$ cat src/rtl/apb_pkg.sv
// apb_pkg: shared types and default widths for the APB requester bridge.
`default_nettype none

package apb_pkg;

  localparam int APB_ADDR_W = 32;
  localparam int APB_DATA_W = 32;

  typedef enum logic [1:0] {
    IDLE   = 2'd0,
    SETUP  = 2'd1,
    ACCESS = 2'd2,
    RESP   = 2'd3
  } apb_state_t;

  // rdata is sized to the package default; narrower buses zero-extend into it.
  typedef struct packed {
    logic [APB_DATA_W-1:0] rdata;
    logic                  err;
    logic                  timeout;
  } apb_rsp_t;

endpackage

`default_nettype wire

$ cat src/rtl/apb_wait_timer.sv
// apb_wait_timer: saturating wait-state counter; expired flags the last allowed ACCESS cycle.
`default_nettype none

module apb_wait_timer #(
  parameter int TIMEOUT_CYCLES = 16
) (
  input  logic clk,
  input  logic rst,
  input  logic clr,
  input  logic inc,
  output logic expired
);

  generate
    if (TIMEOUT_CYCLES == 0) begin : g_disabled
      assign expired = 1'b0;
    end else begin : g_counter
      localparam int CW = $clog2(TIMEOUT_CYCLES + 1);
      localparam logic [CW-1:0] LAST = CW'(TIMEOUT_CYCLES - 1);
      localparam logic [CW-1:0] MAX  = CW'(TIMEOUT_CYCLES);

      logic [CW-1:0] count;

      always_ff @(posedge clk) begin
        if (rst || clr) begin
          count <= '0;
        end else if (inc && (count != MAX)) begin
          count <= count + CW'(1);
        end
      end

      // Count equals the number of pready-low cycles already seen in ACCESS.
      assign expired = (count == LAST);
    end
  endgenerate

endmodule

`default_nettype wire

$ cat src/rtl/apb_master_bridge.sv
// apb_master_bridge: single-outstanding APB requester with valid/ready command and response ports.
`default_nettype none

module apb_master_bridge
  import apb_pkg::*;
#(
  parameter int ADDR_W         = APB_ADDR_W,
  parameter int DATA_W         = APB_DATA_W,
  parameter int TIMEOUT_CYCLES = 16
) (
  input  logic              pclk,
  input  logic              preset,
  input  logic              cmd_valid,
  output logic              cmd_ready,
  input  logic              cmd_write,
  input  logic [ADDR_W-1:0] cmd_addr,
  input  logic [DATA_W-1:0] cmd_wdata,
  output logic              rsp_valid,
  input  logic              rsp_ready,
  output logic [DATA_W-1:0] rsp_rdata,
  output logic              rsp_err,
  output logic              rsp_timeout,
  output logic [ADDR_W-1:0] paddr,
  output logic              psel,
  output logic              penable,
  output logic              pwrite,
  output logic [DATA_W-1:0] pwdata,
  input  logic              pready,
  input  logic [DATA_W-1:0] prdata,
  input  logic              pslverr,
  output logic              busy
);

  apb_state_t state;
  apb_rsp_t   rsp_q;
  logic       timer_clr;
  logic       timer_inc;
  logic       timer_expired;

  assign timer_inc = (state == ACCESS) && !pready;
  assign timer_clr = (state == RESP) && rsp_ready;

  apb_wait_timer #(
    .TIMEOUT_CYCLES(TIMEOUT_CYCLES)
  ) u_wait_timer (
    .clk    (pclk),
    .rst    (preset),
    .clr    (timer_clr),
    .inc    (timer_inc),
    .expired(timer_expired)
  );

  assign rsp_rdata   = rsp_q.rdata[DATA_W-1:0];
  assign rsp_err     = rsp_q.err;
  assign rsp_timeout = rsp_q.timeout;

  always_ff @(posedge pclk) begin
    if (preset) begin
      state     <= IDLE;
      cmd_ready <= 1'b0;
      psel      <= 1'b0;
      penable   <= 1'b0;
      pwrite    <= 1'b0;
      paddr     <= '0;
      pwdata    <= '0;
      rsp_valid <= 1'b0;
      rsp_q     <= '0;
      busy      <= 1'b0;
    end else begin
      case (state)
        IDLE: begin
          cmd_ready <= 1'b1;
          if (cmd_valid && cmd_ready) begin
            state     <= SETUP;
            cmd_ready <= 1'b0;
            busy      <= 1'b1;
            psel      <= 1'b1;
            pwrite    <= cmd_write;
            paddr     <= cmd_addr;
            pwdata    <= cmd_write ? cmd_wdata : '0;
          end
        end
        SETUP: begin
          state   <= ACCESS;
          penable <= 1'b1;
        end
        ACCESS: begin
          // A late pready beats a timeout that would fire in the same cycle.
          if (pready) begin
            state         <= RESP;
            psel          <= 1'b0;
            penable       <= 1'b0;
            rsp_valid     <= 1'b1;
            rsp_q.rdata   <= pwrite ? '0 : APB_DATA_W'(prdata);
            rsp_q.err     <= pslverr;
            rsp_q.timeout <= 1'b0;
          end else if (timer_expired) begin
            state         <= RESP;
            psel          <= 1'b0;
            penable       <= 1'b0;
            rsp_valid     <= 1'b1;
            rsp_q.rdata   <= '0;
            rsp_q.err     <= 1'b1;
            rsp_q.timeout <= 1'b1;
          end
        end
        RESP: begin
          if (rsp_ready) begin
            state     <= IDLE;
            rsp_valid <= 1'b0;
            busy      <= 1'b0;
            cmd_ready <= 1'b1;
          end
        end
        default: state <= IDLE;
      endcase
    end
  end

endmodule

`default_nettype wire

$ cat config.mk
export PLATFORM = sky130hd
export DESIGN_NAME = apb_master_bridge
export DESIGN_NICKNAME = d
export VERILOG_FILES = /design/src/rtl/apb_pkg.sv /design/src/rtl/apb_wait_timer.sv /design/src/rtl/apb_master_bridge.sv
export SDC_FILE = /design/constraint.sdc
export NUM_CORES = 1
export LEC_CHECK = 0
export CELL_PAD_IN_SITES_DETAIL_PLACEMENT = 1
export CELL_PAD_IN_SITES_GLOBAL_PLACEMENT = 1
export CORE_AREA = 2 2 120 122
export CTS_CLUSTER_SIZE = 8
export DETAILED_ROUTE_END_ITERATION = 16
export DIE_AREA = 0 0 122 124
export PLACE_DENSITY_LB_ADDON = 0.1
export SLEW_MARGIN = 10
export SYNTH_ARGS = -nofsm -noshare
export SYNTH_HDL_FRONTEND = slang
export SYNTH_HIERARCHICAL = 1
export SYNTH_SLANG_ARGS = --single-unit
$ cat constraint.sdc
create_clock -name pclk -period 3.48 [get_ports pclk]
set_input_delay 0.348 -clock pclk [delete_from_list [all_inputs] [get_ports pclk]]
set_output_delay 0.348 -clock pclk [all_outputs]
set_load 0.01 [all_outputs]
### After elaboration in Yosys (flattened, before gate mapping)

Index checks and enable logic that the tools add are counted.

| cells by class | value |
|---|---|
| reduce and logical (&&, ||, !) cells | 20 |
| mux-type cells | 22 |
| $add $sub $neg | 1 |
| equality and inequality tests | 8 |

Operators by type and width:

| operator | count |
|---|---|
| $mux W34 | 2 |
| $mux W32 | 2 |
| $reduce_and A3 Y1 | 4 |
| $pmux W1 S2 | 5 |
| $reduce_bool A2 Y1 | 5 |
| $mux W1 | 8 |
| $mux W2 | 4 |
| $pmux W2 S4 | 1 |
| $reduce_and A2 Y1 | 4 |
| $add A5 B1 Y5 const B | 1 |
| $eq A5 B4 Y1 const B | 1 |
| $ne A5 B5 Y1 const B | 1 |
| $eq A2 B2 Y1 const B | 2 |
| $logic_and A1 B1 Y1 | 4 |
| $ne A2 B2 Y1 const B | 2 |
| $ne A3 B3 Y1 const B | 1 |
| $eq A2 B1 Y1 const B | 1 |
| $logic_not A2 Y1 | 1 |
| $logic_not A1 Y1 | 1 |
| $logic_or A1 B1 Y1 | 1 |

| storage, ports and cells | value |
|---|---|
| output and inout bits | 104 |
| flip-flop bits (word level) | 111 |
| word-level logic and storage cells | 64 |
| input port bits | 103 |

### Logic depth before layout (Yosys ltp)

| depth | value |
|---|---|
| depth in word-level cells | 4 |
| gate-level depth with buffers | 9 |
| mapped depth without buffers | 7 |

### Cells and area by module

The synthesis kept the hierarchy.

Modules (own cells, without submodules):

| module | cells an instance | times used | area an instance (µm²) | seq. area each (µm²) |
|---|---|---|---|---|
| apb_master_bridge | 413 | 1 | 3744.8 | 2122.0 |
| apb_wait_timer | 32 | 1 | 305.3 | 100.1 |

### Least setup slack after synthesis

No wires, ideal clock.

| timing path | value |
|---|---|
| path kind | reg-to-reg |
| start | register u_wait_timer.g_counter.count[0] |
| end | register rsp_valid |
| slack | 1.818 ns |
| arrival time | 1.528 ns |
| buffers on the path | 0 |
| required time | 3.346 ns |
| clock period less this slack | 1.662 ns |
| library setup time | 0.134 ns |
| stages on the path, launching flop included | 7 |
| path through | dfxtp_1 > ha_1 > and3_1 > ha_1 > or3b_1 > a31oi_1 > a211oi_1 |

| on the way | value |
|---|---|
| longest elaborated chain between the ends | 3 |

Ends and longest elaborated chain:

| element | line | source |
|---|---|---|
| start: declaration | apb_wait_timer.sv:22 | `logic [CW-1:0] count;` |
| start signal: assignment | apb_wait_timer.sv:28 | `count <= count + CW'(1);` |
| $eq A5 B4 Y1 | apb_wait_timer.sv:33 | `assign expired = (count == LAST);` |
| via timer_expired | apb_master_bridge.sv:38 | `logic timer_expired;` |
| $ne A3 B3 Y1 (no line) | n/a |  |
| $reduce_and A3 Y1 (no line) | n/a |  |
| end signal: assignment | apb_master_bridge.sv:66 | `rsp_valid <= 1'b0;` |
| end signal: assignment | apb_master_bridge.sv:93 | `rsp_valid <= 1'b1;` |
| end signal: assignment | apb_master_bridge.sv:101 | `rsp_valid <= 1'b1;` |
| end: declaration | apb_master_bridge.sv:18 | `output logic rsp_valid,` |

The timed path passes the listed nets, and every way through them passes these cells.
A chain may end at the register's enable or synchronous reset.

### Worst setup path after layout

| timing path | value |
|---|---|
| start | register state[0] |
| end | register pwdata[27] |

| on the way | value |
|---|---|
| longest elaborated chain between the ends | 2 |

Ends and longest elaborated chain:

| element | line | source |
|---|---|---|
| start: declaration | apb_master_bridge.sv:34 | `apb_state_t state;` |
| start signal: assignment | apb_master_bridge.sv:59 | `state <= IDLE;` |
| start signal: assignment | apb_master_bridge.sv:74 | `state <= SETUP;` |
| start signal: assignment | apb_master_bridge.sv:84 | `state <= ACCESS;` |
| $logic_not A2 Y1 | apb_master_bridge.sv:70 | `case (state)` |
| $reduce_and A2 Y1 (no line) | n/a |  |
| end signal: assignment | apb_master_bridge.sv:80 | `pwdata <= cmd_write ? cmd_wdata : '0;` |
| end: declaration | apb_master_bridge.sv:27 | `output logic [DATA_W-1:0] pwdata,` |

Every way passes these cells.

==> run metrics <==
status finished clean; total gr overflow 0; Synthesis Warnings 6; part of the power in registers 42.7%; Placer Congestion 0.754; IO Pins 207; antenna violations before repair 0; Worst Tran Pin Value 673 ps; FF-to-FF path depth 6; setup violators final 0; clk slew on worst S/H paths 80 ps; Register Area 2220 µm²; Static Leak 2.29 nW; CTS Buffer Depth 2; die area 15,100 µm²; Final Max Tran Viols 0; CP startpoint kind register; Critical Path RT 3760 ps; CTS tree yes; worst hold slack 444 ps; pwr/cell area 544 nW/µm²; IO Port Bufs 206; Int Pwr 2.44 mW; total clock buffers created by CTS 9; Unique masters post-synth 39; DR vias/cell 4.74; FP Rows 43; post-synthesis sequential element count 111; final worst-path cycle share 57.0%; Die H 124 µm; area of the multi-input gates 1630 µm²; # resized after CTS 0; Placed Cells 803; Crit-path slowest cell and3_2; Fill cells 1,579; Comb pwr share 28.9%; Via Count 3,878; Net Switching 1.10 mW; die width 122 µm; Max Cap Violations 0; worst path cell trace inv_1 -> ha_1 -> and3_2 -> buf_12 -> nand3_1 -> a21oi_1; clock share of power 28.4%; Pwr Total 3.55 mW; first-pass GRT wire length 20,500 µm; clk_lat worst skew 360 ps; Post-Syn Nets 556; GR Util All Layers 17.4%; H-tree depth 3; share of layout cells above drive strength 1 5.16%; Tmin final 1980 ps; Synth Cell Area 4050 µm²; final hold vios 0; final WL 13,300 µm; Max VDD drop 0.369 mV; largest net degree at the start of global routing 58; Initial DRC Count 157; post-CTS setup buffer count 0; per-cell routed wire length 16.2 µm; crit path DAT 2260 ps; Worst Hold Path Cells 2; crit end category register; Layout area overhead 61.0%; Mapped Cells 445; diodes inserted 0; CP Class reg2reg; skew final 11.4 ps; Fin Setup TNS 0 ps; Min-Delay Path Class in2reg; DRC 0; hold_buf cts 0; nets@finish 745; number of detailed-route iterations in the first pass 4; CTS Sinks 111; core area 13,700 µm²; sequential share of the synthesized area 54.9%; Max Fanout on Critical Path 35; RSZ-0062 raised after global routing false; Max-slew headroom 55.1%; non-filler cells, final 819; crit-path max cell delay 650 ps; antenna-violating nets left 0; Initial Utilization 29.5%; core occupancy in the finished layout 47.5%; Root Buffer clkbuf_16; Sw Share 31.1%; Max Freq 504 MHz; Syn Area/Cell 9.10 µm²; number of global-route vias before repair 4,064; post-DP HPWL 9680 µm
[power by group through the flow]
stage | logic [mW] | clock network, mW | registers, mW
2_1_floorplan | 0.457 | 0 | 1.60
3_3_place_gp | 1.01 | 0 | 1.54
3_5_place_dp | 1.04 | 0 | 1.54
4_1_cts | 1.04 | 1.05 | 1.52
5_1_grt | 1.12 | 1.11 | 1.54
6_report | 1.02 | 1.01 | 1.51
[Yosys cell counts, drive strengths merged]
library cell,instances,share of area [%]
a211oi,2,0.37
a21boi,3,0.56
a21oi,70,8.7
a22o,32,6.9
a31oi,2,0.31
a32oi,1,0.22
and3,2,0.31
and3b,1,0.22
and4bb,1,0.31
buf,24,3.3
clkbuf,11,1.0
dfxtp,111,55
ha,8,2.5
inv,9,0.83
nand2,102,9.5
nand3,35,4.3
nand3b,1,0.19
nand4,1,0.15
nand4bb,1,0.68
nor2,5,0.53
nor2b,2,0.31
nor3,7,1.1
nor3b,1,0.46
nor4,1,0.15
o21a,1,0.19
o21ai,5,0.62
o21bai,1,0.19
o31a,1,0.22
o31ai,1,0.19
or3b,1,0.22
or4b,1,0.34
xor2,1,0.22
[sequential cells by signal (all words and copies together), names as in the netlist]
| register | cells |
|---|---|
| rsp_timeout | 1 |
| u_wait_timer/g_counter.count | 5 |
| cmd_ready | 1 |
| rsp_valid | 1 |
| rsp_err | 1 |
| psel | 1 |
| busy | 1 |
| paddr | 32 |
| pwdata | 32 |
| penable | 1 |
| pwrite | 1 |
| rsp_rdata | 32 |
| state | 2 |
[per-layer routing]
layer	wire (µm)	GRT usage (%)
met2	6470	30.2
met3	1100	5.49
met4	267	7.04
met5	0	0
met1	5440	19.8
[cells by family after synthesis]
family	count (synthesis)	synth area share [%]
DFF	111	54.9
and+or+nand+nor	162	18.8
xor gates and xnor gates	1	0.216
adders and majority gates	8	2.47
AOI/OAI and AO/OA	119	18.5
buffers and inverters	44	5.19
[layout by cell type (no fill, tap or decap), drive strengths merged, types with 2 or more instances in the layout]
cell,count
a211oi,2
a21boi,3
a21oi,70
a22o,32
a31oi,2
and3,2
buf,8
clkbuf,9
clkdlybuf4s50,205
clkinv,3
dfxtp,111
ha,8
inv,13
nand2,102
nand3,35
nor2,5
nor2b,2
nor3,7
o21ai,5
[worst max-delay path: cells and delay by family (launching register included)]
family          cells  cell delay (ps)
compound gates      1              170
flops               1              340
buf+inv             2              410
simple gates        2              750
fa+ha+maj           1              240
[stage by stage]
step / cell area, µm² / setup WS (ps)
2_1_floorplan: 4050 / 1820
3_3_place_gp: 6230 / 1350
3_5_place_dp: 6230 / 1290
4_1_cts: 6520 / 1420
5_1_grt: 6520 / 1280
6_report: 6520 / 1500
[final cells by class]
cell class	instances	area share, %
Sequential cell	111	34.1
Timing Repair Buffer	213	32.5
Multi-Input combinational cell	290	25.0
Clock buffer	9	3.45
Tap cell	180	3.45
Clock inverter	7	0.959
Inverter	9	0.518
[path summary, 6_finish.rpt]
kind / from / endpoint / slack (ps)
setup / recovery: state[0]$_SDFFE_PP0P_ / pwdata[27]$_SDFFE_PP0P_ / 1500
hold / removal: preset / rsp_err$_SDFFE_PP0P_ / 440
setup reg to reg: state[0]$_SDFFE_PP0P_ / pwdata[27]$_SDFFE_PP0P_ / 1500
hold reg to reg: pwdata[12]$_SDFFE_PP0P_ / pwdata[12]$_SDFFE_PP0P_ / 460
Note: power is estimated with default switching activity, not from simulation.
